--- src/rtl/sort_pkg.sv ---
// Shared types and state encodings for the in-place bubble-sort controller.
package sort_pkg;

    typedef logic [1:0] state_t;

    localparam state_t ST_IDLE = 2'd0;
    localparam state_t ST_READ = 2'd1;
    localparam state_t ST_CMP  = 2'd2;
    localparam state_t ST_DONE = 2'd3;

endpackage

--- src/rtl/ram_sort_ctrl.sv ---
// Bubble-sort sequencer for a dual-port RAM with 1-cycle registered reads.
// While idle, RAM port A is handed to the host; while sorting it owns both ports.
module ram_sort_ctrl
    import sort_pkg::*;
#(
    parameter int unsigned DWIDTH    = 16,
    parameter int unsigned AWIDTH    = 5,
    parameter int unsigned NUM_WORDS = 2**AWIDTH
) (
    input  logic              clk_i,
    input  logic              rst_ni,
    input  logic              start_i,
    input  logic [AWIDTH:0]   len_i,
    output logic              busy_o,
    output logic              done_o,
    input  logic [AWIDTH-1:0] host_addr_i,
    input  logic              host_wr_en_i,
    input  logic [DWIDTH-1:0] host_wr_data_i,
    output logic [DWIDTH-1:0] host_rd_data_o,
    output logic [AWIDTH-1:0] ram_a_addr_o,
    output logic [AWIDTH-1:0] ram_b_addr_o,
    output logic              ram_a_wr_en_o,
    output logic              ram_b_wr_en_o,
    output logic [DWIDTH-1:0] ram_a_wr_data_o,
    output logic [DWIDTH-1:0] ram_b_wr_data_o,
    input  logic [DWIDTH-1:0] ram_a_rd_data_i,
    input  logic [DWIDTH-1:0] ram_b_rd_data_i
);

    localparam int unsigned LWIDTH = AWIDTH + 1;

    state_t              state_q, state_d;
    logic [AWIDTH-1:0]   idx_q, idx_d;
    logic                swapped_q, swapped_d;
    logic [LWIDTH-1:0]   pass_cnt_q, pass_cnt_d;
    logic [LWIDTH-1:0]   eff_len_q, eff_len_d;
    logic                busy_q, busy_d;
    logic                done_q, done_d;

    logic                swap_c;
    logic                last_pair_c;
    logic                more_pass_c;
    logic [LWIDTH-1:0]   len_clamp_c;

    assign swap_c      = ram_a_rd_data_i > ram_b_rd_data_i;
    assign len_clamp_c = (len_i > LWIDTH'(NUM_WORDS)) ? LWIDTH'(NUM_WORDS) : len_i;
    assign last_pair_c = !(LWIDTH'(idx_q) < (eff_len_q - LWIDTH'(2)));
    // Another pass only if something moved and the pass limit is not yet reached
    assign more_pass_c = (swapped_q | swap_c) &&
                         ((pass_cnt_q + LWIDTH'(1)) < (eff_len_q - LWIDTH'(1)));

    assign host_rd_data_o = ram_a_rd_data_i;
    assign busy_o         = busy_q;
    assign done_o         = done_q;

    always_comb begin
        state_d         = state_q;
        idx_d           = idx_q;
        swapped_d       = swapped_q;
        pass_cnt_d      = pass_cnt_q;
        eff_len_d       = eff_len_q;
        ram_a_addr_o    = '0;
        ram_b_addr_o    = '0;
        ram_a_wr_en_o   = 1'b0;
        ram_b_wr_en_o   = 1'b0;
        ram_a_wr_data_o = '0;
        ram_b_wr_data_o = '0;

        case (state_q)
            ST_IDLE: begin
                ram_a_addr_o    = host_addr_i;
                ram_a_wr_en_o   = host_wr_en_i;
                ram_a_wr_data_o = host_wr_data_i;
                if (start_i) begin
                    eff_len_d = len_clamp_c;
                    if (len_clamp_c < LWIDTH'(2)) begin
                        state_d = ST_DONE;
                    end else begin
                        idx_d      = '0;
                        swapped_d  = 1'b0;
                        pass_cnt_d = '0;
                        state_d    = ST_READ;
                    end
                end
            end
            ST_READ: begin
                ram_a_addr_o = idx_q;
                ram_b_addr_o = idx_q + AWIDTH'(1);
                state_d      = ST_CMP;
            end
            ST_CMP: begin
                ram_a_addr_o = idx_q;
                ram_b_addr_o = idx_q + AWIDTH'(1);
                // Strict compare keeps equal elements in order
                if (swap_c) begin
                    ram_a_wr_en_o   = 1'b1;
                    ram_b_wr_en_o   = 1'b1;
                    ram_a_wr_data_o = ram_b_rd_data_i;
                    ram_b_wr_data_o = ram_a_rd_data_i;
                    swapped_d       = 1'b1;
                end
                if (!last_pair_c) begin
                    idx_d   = idx_q + AWIDTH'(1);
                    state_d = ST_READ;
                end else begin
                    pass_cnt_d = pass_cnt_q + LWIDTH'(1);
                    if (more_pass_c) begin
                        idx_d     = '0;
                        swapped_d = 1'b0;
                        state_d   = ST_READ;
                    end else begin
                        state_d = ST_DONE;
                    end
                end
            end
            ST_DONE: begin
                state_d = ST_IDLE;
            end
            default: begin
                state_d = ST_IDLE;
            end
        endcase
    end

    assign busy_d = (state_d == ST_READ) || (state_d == ST_CMP);
    assign done_d = (state_d == ST_DONE);

    always_ff @(posedge clk_i or negedge rst_ni) begin
        if (!rst_ni) begin
            state_q    <= ST_IDLE;
            idx_q      <= '0;
            swapped_q  <= 1'b0;
            pass_cnt_q <= '0;
            eff_len_q  <= '0;
            busy_q     <= 1'b0;
            done_q     <= 1'b0;
        end else begin
            state_q    <= state_d;
            idx_q      <= idx_d;
            swapped_q  <= swapped_d;
            pass_cnt_q <= pass_cnt_d;
            eff_len_q  <= eff_len_d;
            busy_q     <= busy_d;
            done_q     <= done_d;
        end
    end

endmodule

--- config.mk ---
export PLATFORM = sky130hd
export DESIGN_NAME = ram_sort_ctrl
export DESIGN_NICKNAME = d
export VERILOG_FILES = /design/src/rtl/sort_pkg.sv /design/src/rtl/ram_sort_ctrl.sv
export SDC_FILE = /design/constraint.sdc
export NUM_CORES = 1
export LEC_CHECK = 0
export ABC_AREA = 0
export BUFFER_PORTS_ARGS = -buffer_cell sky130_fd_sc_hd__buf_2
export CAP_MARGIN = 20
export CORE_MARGIN = 10
export CORE_UTILIZATION = 47
export CTS_CLUSTER_SIZE = 16
export DETAILED_ROUTE_END_ITERATION = 8
export GPL_ROUTABILITY_DRIVEN = 0
export GPL_TIMING_DRIVEN = 1
export PLACE_DENSITY_LB_ADDON = 0.15
export SLEW_MARGIN = 20
export SYNTH_ARGS = -nofsm -noshare
export SYNTH_HDL_FRONTEND = slang
export SYNTH_SLANG_ARGS = --single-unit
--- constraint.sdc ---
create_clock -name clk_i -period 3.5 [get_ports clk_i]
set_input_delay 0.35 -clock clk_i [delete_from_list [all_inputs] [get_ports clk_i]]
set_output_delay 0.35 -clock clk_i [all_outputs]
set_load 0.01 [all_outputs]
==> metrics.txt, run 1 <==
status complete, no violations; layout cell share with drive strength beyond 1 0.357; Yosys top cell by area dfrtp_1; critical path's largest stage delay a little over 0.4 ns; post-layout util 0.602; leakage 1.72 nW; CP max FO 4; mapped cell area 0.00253 mm²; most frequent cells in the layout 124 x buf_2, 35 x ha_1, 25 x nand2_1; Max Slew Vio Count 0; Synth Area per Inst about 8.4 µm²; # port buffers between 100 and 150; sw frac 0.480; total grt overflow 0; area grow syn2layout 23.2%; Crit-path slowest cell dfrtp_1; largest net degree at the start of global routing 29; Reg clk slew, reported paths 0.08 ns; Tightest Pin Transition 0.534 ns; crit path time final between 2 and 3 ns; Die Y between 90 and 100 µm; Die Area just under 0.009 mm²; Final nets 503; FF+latch count, synth 22; sequential element share of the synthesized area 0.218; Post-DRT Antenna Nets 0; Global Route met2 Usage 0.280; # hold bufs at CTS 0; # DRC 0; Crit. End Element flop; peak supply drop between 0.4 and 0.5 mV; antenna violations before repair 0; Final Hold Viols 0; clock sink count 22; Main synth FF type dfrtp_1; Antenna diodes 0; Clock Latency Late Sink roughly 0.26 ns; M3 GR Usage 0.0520; Cells after Synth 301; Max Clock Freq 0.370 GHz; RSZ-0062 raised after global routing no; Critical Path Most Common Cell ha_1; Detailed Place HPWL 5.99 mm; CP Launch Type flop; fin crit share 0.772; internal power approximately 0.96 mW; Mapped Nets about 400; Setup Skew roughly 0.0021 ns; die width 93.3 µm; async set or reset register ratio after synthesis 1.00; Synth cell types 48; Post-CTS Setup Repair Bufs 0; clock power share 0.086; row count 26; overall routed net length between 7 and 8 mm; Logic pwr share 0.684; register share of total power 0.231; max_slew headroom 0.642; critical path's top delay family adder cells; GRT busiest layer met2; Worst EP required between 3 and 4 ns; worst hold path type in2async; endpoints failing setup 0; CP Cell Sequence inv_1 -> ha_1 -> nand2_1 -> nor3_1 -> xnor2_1 -> ha_1 -> nand2_1 -> o31ai_1 -> a21o_1 -> nor2_1 -> o41ai_1 -> ha_1; Pwr Density 592 mW/mm²; Num CTS Buffers 3; detailed router's first-iteration violation count 97; Net Switching ~0.88 mW; CORE AREA between 0.005 and 0.006 mm²; Ys Warns 0; GR Util met1 0.181; synth top area cells dfrtp_1 22%, ha_1 17%, a22o_1 6.9%, buf_4 5.0%, and2_1 5.0%; Root Buffer clkbuf_8; via/cell ratio just over 5; number of synthesized flops with an enable pin 0; max cap viols 0; worst path bufs/invs 1; final setup TNS 0 ns; hold slack 0.0487 ns; vias in the first global route around 2400; Vias 2436; # IOs 125; critical path type reg2reg; CTS Buffer Depth 2; CTS tree done; cts repair resizes 0; WL/cell roughly 15 µm; Critical Path AT ~2.9 ns; H-tree depth 1; top cell type's share of synthesized area 0.218; drt pass-1 iters 4; Initial Util 0.489; commonest non-fill, non-tap cell in the layout buf_2; total track usage 0.155; first-pass GRT wire length approximately 11 mm
power by group through the flow:
stage / combinational [mW] / clock, mW / sequential (mW)
floorplan: 0.920 / 0 / 0.397
global placement: 1.24 / 0 / 0.428
detailed placement: 1.27 / 0 / 0.428
CTS: 1.28 / 0.161 / 0.425
global route: 1.41 / 0.175 / 0.442
finish: 1.26 / 0.158 / 0.425
state kept, by name, summed over array words and instances (netlist names):
signal	count
busy_o	1
done_o	1
eff_len_q	6
idx_q	5
pass_cnt_q	6
state_q	2
swapped_q	1
worst reg2reg max path, stage by stage, from the launching register on:
cell     delay [ns]
dfrtp_1        0.41
inv_1          0.12
ha_1           0.21
nand2_1        0.09
nor3_1         0.18
xnor2_1        0.09
ha_1           0.30
nand2_1        0.06
o31ai_1        0.32
a21o_1         0.14
nor2_1         0.08
o41ai_1        0.32
ha_1           0.28
metrics by stage:
step | power, mW | instance area [µm²] | setup WS [ns] | instances
finish | 1.84 | 3110 | 0.798 | 473
global route | 2.02 | 3110 | 0.527 | 473
global placement | 1.67 | 3070 | 0.849 | 470
CTS | 1.86 | 3110 | 0.770 | 473
detailed placement | 1.69 | 3070 | 0.789 | 470
floorplan | 1.32 | 2530 | 1.01 | 301
cell usage after synthesis (3+ instances only):
cell type and n:
a21o_1 5, a21oi_1 8, a22o_1 20, a22oi_1 6
and2_1 20, buf_4 17, buf_6 3, clkbuf_1 8
dfrtp_1 22, ha_1 35, inv_1 23, nand2_1 25
nand2b_1 6, nand3_1 5, nor2_1 13, nor2b_1 5
nor3_1 6, nor4_1 4, o211ai_1 5, o21ai_0 7
o21ai_1 10, xnor2_1 9, xor2_1 5
path summary, 6_finish.rpt:
path / end / slack (ns) / start / cells after the start
worst max-delay path: busy_o / 0.80 / eff_len_q[1] / 12
worst min-delay path: idx_q[3] / 0.05 / rst_ni / 1
worst max register to register: busy_o / 0.80 / eff_len_q[1] / 12
worst min register to register: pass_cnt_q[5] / 0.54 / pass_cnt_q[5] / 1
max in group asynchronous: eff_len_q[2] / 3.11 / rst_ni / 1
min in group clk_i: eff_len_q[4] / 0.33 / len_i[4] / 3
routing by layer:
layer,up-vias,wire [µm]
li1,1262,-
met1,1110,3090
met2,62,3440
met3,2,515
met4,0,11
met5,-,0
final cells by class:
| class | instances | area [µm²] |
|---|---|---|
| multi-input combinational | 224 | 1680 |
| tap | 70 | 87.6 |
| clock buffer | 3 | 41.3 |
| timing repair buffer | 129 | 658 |
| inverter | 25 | 93.8 |
| fill | 504 | 2060 |
| sequential | 22 | 551 |
kinds of logic (layout without fill, tap and decap cells):
kind of cell / count (synthesis) / in the layout / share of synthesized area
simple gates: 97 / 97 / 0.213
compound gates: 75 / 75 / 0.217
buf+inv: 55 / 157 / 0.117
fa+ha+maj: 35 / 35 / 0.173
flops: 22 / 22 / 0.218
xor+xnor: 14 / 14 / 0.0485
mux: 3 / 3 / 0.0129
No activity file was read; power rests on OpenSTA's default activity.
==> run 2, diff against run 1 <==
Clock period 3.5 ns to 2.6 ns, I/O delays scaled along.
==> run 2 against run 1 <==
  * Worst hold slack improved by 0.18 ns
  * Clock skew up 0.0017 ns
  * Clock power grew 110%
  * Sequential power rose by 33%
  * Sequential share of layout area is 1.2 points lower
  * Critical path type unchanged
  * Largest power group unchanged
==> metrics.txt, run 2 (same netlist as run 1, synthesis figures left out) <==
H-tree depth 1 (unchanged); Setup Skew 0.00379 ns (+0.00171 ns); worst hold start len_i[3]; drt pass-1 iters 4 (unchanged); area grow syn2layout 32.1%; Die Area 0.00871 mm² (unchanged); critical path type reg2reg; clock sink count 22 (unchanged); pre-CTS setup slack -0.0605 ns (-0.850 ns); worst path bufs/invs 1 (unchanged); Post-Place Cell Area 0.00312 mm² (+1.6%); total track usage 0.162 (+0.00695); Vias 2492 (+2.3%); CP Launch Type flop; cell count after placement 475 (+1.1%); largest net degree at the start of global routing 34 (+17%); max cap viols 0 (unchanged); layout cell share with drive strength beyond 1 0.403 (+0.0456); Crit-path slowest cell dfrtp_1; crit path time final 2.52 ns (-0.186 ns); CTS tree done; Post-DRT Antenna Nets 0 (unchanged); most frequent cells in the layout 124 x buf_2, 33 x ha_1, 22 x nand2_1, 22 x dfrtp_1, 21 x inv_1; critical path's top delay family adder cells; CP max FO 3 (-1); Multi-input gate area 0.00180 mm² (+7.1%); detailed router's first-iteration violation count 69 (-29%); r2r worst-path depth 12 (unchanged); Detailed Place HPWL 6.19 mm (+3.3%); via/cell ratio 5.17 (+0.39%); peak supply drop 0.741 mV (+57%); Crit. End Element flop; Critical Path AT 2.67 ns (-0.18 ns); Max Slew Vio Count 0 (unchanged); Die Y 93.3 µm (unchanged); Tightest Pin Transition 0.514 ns (-0.0195 ns); reg-to-reg endpoint busy_o; # DRC 0 (unchanged); total grt overflow 0 (unchanged); RSZ-0062 raised after global routing yes; die width 93.3 µm (unchanged); Final Hold Viols 0 (unchanged); FILL cells 445 (-12%); Final nets 511 (+1.6%); Worst EP required 2.76 ns (-0.89 ns); Antenna diodes 0 (unchanged); Tot Pwr 2.93 mW (+59%); final setup TNS 0 ns (unchanged); commonest non-fill, non-tap cell in the layout buf_2; Hold EP eff_len_q[3]; Final Cell Area 0.00334 mm² (+7.2%); Max Clock Freq 0.397 GHz (+7.4%); hold slack 0.232 ns (+0.184 ns); sequential cell area 551 µm² (unchanged); CTS Buffer Depth 2 (unchanged); # IOs 125 (unchanged); status complete, no violations; leakage 1.81 nW (+5.3%); worst hold path type in2reg; max_slew headroom 0.657 (+0.0151); critical path's largest stage delay 0.41 ns (about the same); endpoints failing setup 0 (unchanged); Clock Latency Late Sink 0.27 ns (about the same); Reg clk slew, reported paths 0.08 ns (about the same); fin cells 482 (+1.9%); fin crit share 0.968 (+0.196); # port buffers 124 (unchanged); antenna violations before repair 0 (unchanged); worst hold stages 3; Pwr Density 878 mW/mm² (+48%); Num CTS Buffers 3 (unchanged); Initial Util 0.489 (unchanged); Reg2Reg Setup Slack 0.08 ns (-0.71 ns); row count 26 (unchanged); vias in the first global route 2483 (+3.4%); largest registers eff_len_q (6), pass_cnt_q (6), idx_q (5); CP Cell Sequence inv_2 -> ha_4 -> nand2_2 -> nor3_2 -> xnor2_1 -> ha_1 -> nand2_2 -> o31ai_4 -> a21o_1 -> nor2_4 -> o41ai_2 -> ha_1; reg2reg start eff_len_q[1]; overall routed net length 7.39 mm (+4.7%); WL/cell 15.3 µm (+2.8%); post-layout util 0.645 (+0.0435); CORE AREA 0.00517 mm² (unchanged); first-pass GRT wire length 11.9 mm (+4.0%); final setup margin 0.0837 ns (-0.714 ns); Root Buffer clkbuf_8
==> run 2: cell count changes in the layout (fill, tap and decap cells not counted), moves of 2 or more <==
| cell | previous run | this run |
|---|---|---|
| inv_2 | 1 | 3 |
| buf_4 | 5 | 11 |
| nand2_1 | 25 | 22 |
| inv_1 | 23 | 21 |
| o41ai_1 | 2 | 0 |
| nand2_2 | 0 | 3 |
| ha_1 | 35 | 33 |
| ha_4 | 0 | 2 |
==> run 2: tightest hold or removal path, cell delays in order <==
cell	delay [ns]
buf_2	0.10
nand2b_1	0.06
o21ai_1	0.05
==> run 2: what timing repair did <==
item                                    in CTS  in global routing
cloned                                       0                  0
gates resized for setup                      3                 20
endpoints found under the setup margin       1                 39
hold buffers                                 1                  0
pin swaps                                    0                  9
endpoints found under the hold margin       22                  0
buffers inserted                             0                  2
==> run 2: area by class of cell <==
| type | instances | share of cell area |
|---|---|---|
| inverter | 25 | 0.0281 |
| timing repair buffer | 137 | 0.220 |
| clock inverter | 1 | 0.00900 |
| clock buffer | 3 | 0.0124 |
| sequential | 22 | 0.165 |
| multi-input combinational | 224 | 0.540 |
| tap | 70 | 0.0262 |
==> run 2: report_power, final <==
group	leakage (nW)	switching, mW	total (mW)	internal [mW]
Sequential	0.293	0.123	0.564	0.441
Combinational	1.48	1.12	2.04	0.918
Clock	0.0357	0.119	0.325	0.206
==> run 2: worst max path at each step <==
stage,to,start,depth (start not counted)
after global routing,busy_o,eff_len_q[1],12
after detailed placement,busy_o,eff_len_q[1],13
after CTS,busy_o,eff_len_q[1],13
after floorplan,busy_o,eff_len_q[1],12
final,busy_o,eff_len_q[1],12
after global placement,busy_o,eff_len_q[1],13
==> run 2: layer usage <==
metal | vias to the layer above | global-route usage | wire length (µm)
met4 | 0 | 0.0167 | 17
li1 | 1278 | - | -
met2 | 61 | 0.282 | 3720
met1 | 1151 | 0.197 | 3180
met3 | 2 | 0.0488 | 475
met5 | - | 0 | 0
